--- config.mk ---
export PLATFORM = sky130hd
export DESIGN_NAME = alarm_controller
export DESIGN_NICKNAME = d
export VERILOG_FILES = /design/src/rtl/alarm_controller.sv
export SDC_FILE = /design/constraint.sdc
export NUM_CORES = 1
export LEC_CHECK = 0
export ABC_CLOCK_PERIOD_IN_PS = 2700
export CORE_ASPECT_RATIO = 0.7
export CORE_MARGIN = 2
export CORE_UTILIZATION = 30
export CTS_BUF_LIST = sky130_fd_sc_hd__clkbuf_8 sky130_fd_sc_hd__clkbuf_16
export DETAILED_ROUTE_END_ITERATION = 12
export SYNTH_ARGS = -nofsm -noshare
export SYNTH_HDL_FRONTEND = slang
export SYNTH_SLANG_ARGS = --single-unit
export TNS_END_PERCENT = 1
--- constraint.sdc ---
create_clock -name Clk_1sec -period 2.7 [get_ports Clk_1sec]
set_input_delay 0.405 -clock Clk_1sec [delete_from_list [all_inputs] [get_ports Clk_1sec]]
set_output_delay 0.405 -clock Clk_1sec [all_outputs]
set_load 0.03 [all_outputs]
--- src/rtl/alarm_controller.sv ---
// Alarm stage behind the time-of-day counter: compares the current time with a stored alarm time
// and drives the buzzer through an IDLE / RINGING / SNOOZE machine with auto-timeout and bounded snoozes.
module alarm_controller #(
  parameter int RING_SECONDS   = 60,
  parameter int SNOOZE_SECONDS = 300,
  parameter int MAX_SNOOZES    = 3
) (
  input  logic       Clk_1sec,
  input  logic       reset,
  input  logic [5:0] seconds,
  input  logic [5:0] minutes,
  input  logic [4:0] hours,
  input  logic       set_en,
  input  logic [4:0] set_hours,
  input  logic [5:0] set_minutes,
  input  logic       alarm_enable,
  input  logic       snooze,
  input  logic       stop,
  output logic       buzzer,
  output logic [1:0] alarm_state,
  output logic [2:0] snooze_count,
  output logic [4:0] alarm_hours,
  output logic [5:0] alarm_minutes
);

  typedef enum logic [1:0] {
    IDLE    = 2'b00,
    RINGING = 2'b01,
    SNOOZE  = 2'b10
  } state_t;

  localparam logic [8:0] RING_LOAD   = 9'(RING_SECONDS - 1);
  localparam logic [8:0] SNOOZE_LOAD = 9'(SNOOZE_SECONDS - 1);
  localparam logic [2:0] SNOOZE_MAX  = 3'(MAX_SNOOZES);

  state_t     state, state_nxt;
  logic [8:0] timer, timer_nxt;
  logic [2:0] count_nxt;
  logic       set_valid;
  logic       match;

  assign set_valid   = set_en && (set_hours <= 5'd23) && (set_minutes <= 6'd59);
  // Compares against the registered alarm time, so a same-cycle set_en cannot trigger itself.
  assign match       = (hours == alarm_hours) && (minutes == alarm_minutes) && (seconds == 6'd0);
  assign alarm_state = state;

  always_ff @(posedge Clk_1sec or posedge reset) begin
    if (reset) begin
      state         <= IDLE;
      timer         <= '0;
      snooze_count  <= '0;
      buzzer        <= 1'b0;
      alarm_hours   <= '0;
      alarm_minutes <= '0;
    end else begin
      state        <= state_nxt;
      timer        <= timer_nxt;
      snooze_count <= count_nxt;
      buzzer       <= (state_nxt == RINGING);
      if (set_valid) begin
        alarm_hours   <= set_hours;
        alarm_minutes <= set_minutes;
      end
    end
  end

  always_comb begin
    state_nxt = state;
    timer_nxt = timer;
    count_nxt = snooze_count;
    if (!alarm_enable) begin
      state_nxt = IDLE;
      count_nxt = '0;
    end else if (set_valid) begin
      if (state != IDLE) begin
        state_nxt = IDLE;
        count_nxt = '0;
      end
    end else begin
      case (state)
        IDLE: begin
          if (match) begin
            state_nxt = RINGING;
            timer_nxt = RING_LOAD;
            count_nxt = '0;
          end
        end
        RINGING: begin
          if (stop) begin
            state_nxt = IDLE;
            count_nxt = '0;
          end else if (snooze && (snooze_count < SNOOZE_MAX)) begin
            state_nxt = SNOOZE;
            timer_nxt = SNOOZE_LOAD;
            count_nxt = snooze_count + 3'd1;
          end else if (timer == 9'd0) begin
            state_nxt = IDLE;
          end else begin
            timer_nxt = timer - 9'd1;
          end
        end
        SNOOZE: begin
          if (stop) begin
            state_nxt = IDLE;
            count_nxt = '0;
          end else if (timer == 9'd0) begin
            state_nxt = RINGING;
            timer_nxt = RING_LOAD;
          end else begin
            timer_nxt = timer - 9'd1;
          end
        end
        default: state_nxt = IDLE;
      endcase
    end
  end

endmodule

# ---- Word level (Yosys, flattened, before mapping)
# Index checks and enable logic that the tools add are counted.
dict set report totals {
  output_inout_bits 17
  ff_bits 26
  wordCells 63
  in_bits 34
  memories 0
  mem_bits_rw 0
  latchBits 0
  rom_bits 0
}
dict set report op_classes {
  order_cmp 3
  mul 0
  reduce_logical 12
  n_eq_ne 14
  n_div 0
  muxes 25
  n_bitwise 1
  shift 0
  n_addsub 2
}
# operator count
set ops {}
lappend ops {{two-way mux 9 bit} 6}
lappend ops {{case mux 9 bit (3 select lines)} 1}
lappend ops {{two-way mux 3 bit} 7}
lappend ops {{two-way mux 2 bit} 9}
lappend ops {{zero test 9 bit} 1}
lappend ops {{case mux 3 bit (3 select lines)} 1}
lappend ops {{subtractor 9 x 1 -> 9 bit (second input constant)} 1}
lappend ops {{inequality test 4 bit (second input constant)} 2}
lappend ops {{AND reduction 7 bit} 1}
lappend ops {{equality test 6 bit} 1}
lappend ops {{less-or-equal comparator 6 bit (second input constant)} 1}
lappend ops {{zero test 6 bit} 1}
lappend ops {{inequality test 2 bit (second input constant)} 3}
lappend ops {{case mux 2 bit (3 select lines)} 1}
lappend ops {{equality test 5 bit} 1}
lappend ops {{less-or-equal comparator 5 bit (second input constant)} 1}
lappend ops {{logical AND 1 bit} 5}
lappend ops {{inequality test 5 x 1 -> 1 bit (second input constant)} 1}
lappend ops {{inequality test 5 bit (second input constant)} 1}
lappend ops {{AND reduction 5 bit} 1}
lappend ops {{equality test 2 x 1 -> 1 bit (second input constant)} 2}
lappend ops {{adder 3 x 1 -> 3 bit (second input constant)} 1}
lappend ops {{< comparator 3 x 2 -> 1 bit (second input constant)} 1}
lappend ops {{inequality test 3 x 2 -> 1 bit (second input constant)} 1}
lappend ops {{other kinds (6)} 6}

# ---- Depth between registers and ports, before layout
dict set report depth {
  ltp_word 8
  depth_mapped 8
  ltp_nobuf 8
}

# ---- Worst setup path before layout
# Ideal clock, no wire load.
dict set report synth_path {
  path_kind {flip-flop to flip-flop}
  startpoint {reg state[0], in the netlist alarm_state[0]}
  endpoint {reg timer[0]}
  required_time_ns 2.575
  setup_time_ns 0.125
  slack_ns 0.341
  path_stages_with_launch 9
  path_buffers 1
  synth_period_minus_slack_ns 2.359
  arrival_time_ns 2.234
  cell_sequence {dfrtp_1 -> inv_1 -> ha_1 -> or2_1 -> a221oi_2 -> a21boi_2 -> nand2b_4 -> buf_6 -> mux2_4}
}
dict set report synth_between {
  elab_chain_len 3
  elab_cells_between_ends 10
  cone_classes {6 x eq/ne; 1 x mux; 3 x reduce/logical}
}
# item line
set synth_rtl {}
lappend synth_rtl {{from (decl)} 36} ;# state_t state, state_nxt;
lappend synth_rtl {{from (signal assigned)} 56} ;# state <= state_nxt;
lappend synth_rtl {{equality test 2 x 1 -> 1 bit (tied with other cells)} 80} ;# case (state)
lappend synth_rtl {{inequality test 3 bit (no source line) (tied with other cells)} -}
lappend synth_rtl {{AND reduction 7 bit (no source line)} -}
lappend synth_rtl {{to (signal assigned)} 57} ;# timer <= timer_nxt;
lappend synth_rtl {{to (decl)} 37} ;# logic [8:0] timer, timer_nxt;
# Several ways; a longest one is shown, not always the timed one.
# A chain may end at the register's enable or synchronous reset.

# ---- Worst setup path in the final report
# Same ends and word-level chain as after synthesis.

==> results.ini <==
[cts]
cts_sinks=26
post_cts_buffers=0
postCtsResizedCells=0
htreeDepth=1
clock_latency_ps=270
hold_buffers=0
numCtsBuffers=3
cts_tree=done
ctsRootBufferMaster=clkbuf_8
clkSlewWorstSetupHoldPaths_ps=100
cts_buffer_depth=2

[timing]
timing.final.crit_share_pct=89.93
hold_viol_final=0
setup_viol=0
fmax_mhz=411.8
slew_headroom_pct=61.44
final.setup.tns_ps=0
rsz0062_at_grt=no
fin_crit_ps=2428
worst_pin_slew_ps=570.3
drv_slew=0
clock_skew_ps=6.259

[yosys]
muxShareOfSynthArea_pct=8.986
synth_nets=213
ys_top_cells_by_area=dfrtp_1 37%, mux2_2 5.8%, ha_1 5.0%
yosysMostFrequentCell=dfrtp_1
netlist_area_um2=1740
synth-main-ff-cell=dfrtp_1
yosys_warnings=0
postSynthAreaPerCell_um2=10.12
synth_top_area_cell=dfrtp_1
syn_inst=172
yosys-top-cells-count=26 x dfrtp_1, 13 x nand2_1, 12 x o21ai_0
synth_seq_cells=26
synth-edff-count=0
synthArstFlopShare_pct=100.0
yosysUniqueCellTypes=53
synth_top_area_share_pct=37.38
synth_compound_area_share_pct=19.05
synthSimpleGateAreaFrac_pct=21.57
synth_top_family_by_area=simple AND/OR/NAND/NOR gates
synth_xor_area_share_pct=5.536
yosysSeqAreaShare_pct=37.38
synthAdderAreaFrac_pct=5.032

[pwr]
p_leak_nw=1.042
ir_worst_vdd_uv=195.9
swShare_pct=29.36
clkPwrFrac_pct=29.8
sequentialPowerShare_pct=41.6
p_switching_uw=327.2
intPower_uw=787.3
p_comb_share_pct=28.6
powerDensity_nw_per_um2=452.8

[worst_setup_path]
cp_slowest_stage_delay_ps=450
critPathLaunchType=flop
cp_max_fo=7
crit_type=reg2reg
crit_path_top_delay_cell=dfrtp_1
end_kind=flop
required_ps=2860
r2r_slack_ps=270
r2r-end=timer[0]$_DFFE_PP0P_
r2r_cells=7
critPathArrivalTime_ps=2590
crit_chain=inv_1 > ha_1 > or2_1 > a221oi_2 > a21boi_2 > nand2b_4 > mux2_4
r2r-start=alarm_state[0]$_DFF_PP0_

[drt]
post-route-drc-count=0
ant_nets=0
vias=1536
drt_iter0_markers=123
first_pass_iters=4
viasPerCell=4.987
post_drt_wl_per_cell_um=14.64
wl_um=4508

[global_route]
grt_pass1_vias=1437
grt_pass1_wl_um=7403
overflow=0
grt_max_degree=27
grt_antenna_before_repair=0
grt_use_total_pct=14.99

[layout]
design_area_um2=2461
finalNetCount=275
drive_gt1_share_pct=18.03
antennaDiodeCount=0
area_growth_syn_to_layout_pct=41.41

[placement]
post-dp-hpwl_um=3580
portBuffers=50
place_congestion=0.9030
dpl-instance-area_um2=2390

[floorplanning]
core_um2=5669
die_x_um=95.04
initial_utilization_pct=30.70
ios=51
die_h_um=67.73
core.rowCount=23
die_area_um2=6436

[run_status]
status=finished, final reports clean

[hold_path]
hold_path.class=in2async

[flow_run]
drv_cap=0

==> per-stage QoR <==
step           hold WS, ps  worst slack, ps  power [mW]  util [%]  instances
3_5_place_dp         531.5            109.7      0.7919     42.15        304
4_1_cts              501.5            273.6       1.127     43.41        308
5_1_grt              533.3            86.05       1.168     43.41        308
2_1_floorplan        445.0            340.6      0.6482         -        172
3_3_place_gp         524.6            124.9      0.7942     42.15        304
6_report             487.3            271.9       1.114     43.41        308
==> per-layer routing <==
metal	global-route usage (%)	part of all wire [%]	vias up
li1	-	-	760
met4	2.174	0.64	0
met5	0	0	-
met3	2.790	7.5	2
met1	23.52	53	725
met2	21.45	39	49
==> layout make-up <==
cell class                      instances  area, um2
Clock buffer                            3      41.29
Clock inverter                          1      30.03
Fill cell                             555       3208
Inverter                                6      22.52
Multi-Input combinational cell        137       1047
Sequential cell                        26      650.6
Tap cell                               75      93.84
Timing Repair Buffer                   60      575.6
==> layout by cell type (no fill, tap or decap), drive strengths merged, types with 2 or more instances in the layout <==
| cell type | synthesis | final |
|---|---|---|
| clkbuf | 0 | 3 |
| nand2 | 13 | 13 |
| xnor2 | 8 | 8 |
| nand4 | 5 | 5 |
| clkdlybuf4s50 | 0 | 50 |
| nor4 | 4 | 4 |
| o22a | 3 | 3 |
| dfrtp | 26 | 26 |
| a21boi | 4 | 4 |
| nor2 | 10 | 10 |
| nor2b | 2 | 2 |
| and3 | 6 | 6 |
| o21ai | 16 | 16 |
| xor2 | 3 | 3 |
| o31ai | 3 | 3 |
| nand2b | 8 | 8 |
| buf | 3 | 10 |
| a21oi | 5 | 5 |
| inv | 6 | 6 |
| nand3 | 3 | 3 |
| mux2 | 12 | 12 |
| ha | 7 | 7 |
| or2 | 2 | 2 |
| o211ai | 2 | 2 |
| and2 | 2 | 2 |
==> sequential cells by signal, summed over array words and instances (netlist names) <==
signal         count
alarm_hours        5
alarm_minutes      6
buzzer             1
timer              9
alarm_state        2
snooze_count       3
==> how the worst max path moves through the flow <==
| stage | to | depth (start not counted) | slack (ps) | start |
|---|---|---|---|---|
| after global placement | timer[0]$_DFFE_PP0P_ | 6 | 120 | seconds[1] |
| final | timer[0]$_DFFE_PP0P_ | 7 | 270 | alarm_state[0]$_DFF_PP0_ |
| after global routing | timer[0]$_DFFE_PP0P_ | 7 | 90 | alarm_state[0]$_DFF_PP0_ |
| after floorplan | timer[0]$_DFFE_PP0P_ | 8 | 340 | alarm_state[0]$_DFF_PP0_ |
| after CTS | timer[0]$_DFFE_PP0P_ | 7 | 270 | alarm_state[0]$_DFF_PP0_ |
| after detailed placement | timer[1]$_DFFE_PP0P_ | 6 | 110 | seconds[1] |
==> power groups by stage <==
stage	logic [mW]	clock network, mW	registers (mW)
after floorplan	0.136	0	0.512
after global placement	0.323	0	0.471
after global routing	0.345	0.352	0.471
final	0.319	0.332	0.463
after detailed placement	0.321	0	0.471
after CTS	0.322	0.342	0.463
==> kinds of logic after synthesis <==
group,count (synthesis)
AOI/OAI and AO/OA,44
muxes,13
and+or+nand+nor,62
DFF,26
adders and majority gates,7
xor gates and xnor gates,11
buffers and inverters,9
==> critical path: cells and delay by family, from the launching register on <==
kind                     cells  cell delay (ps)
AO/OA/AOI/OAI                2              710
AND/OR/NAND/NOR              2              460
flip-flops                   1              450
multiplexers                 1              310
adder cells (fa/ha/maj)      1              290
buffers and inverters        1              100
No activity file was read; power rests on OpenSTA's default activity.
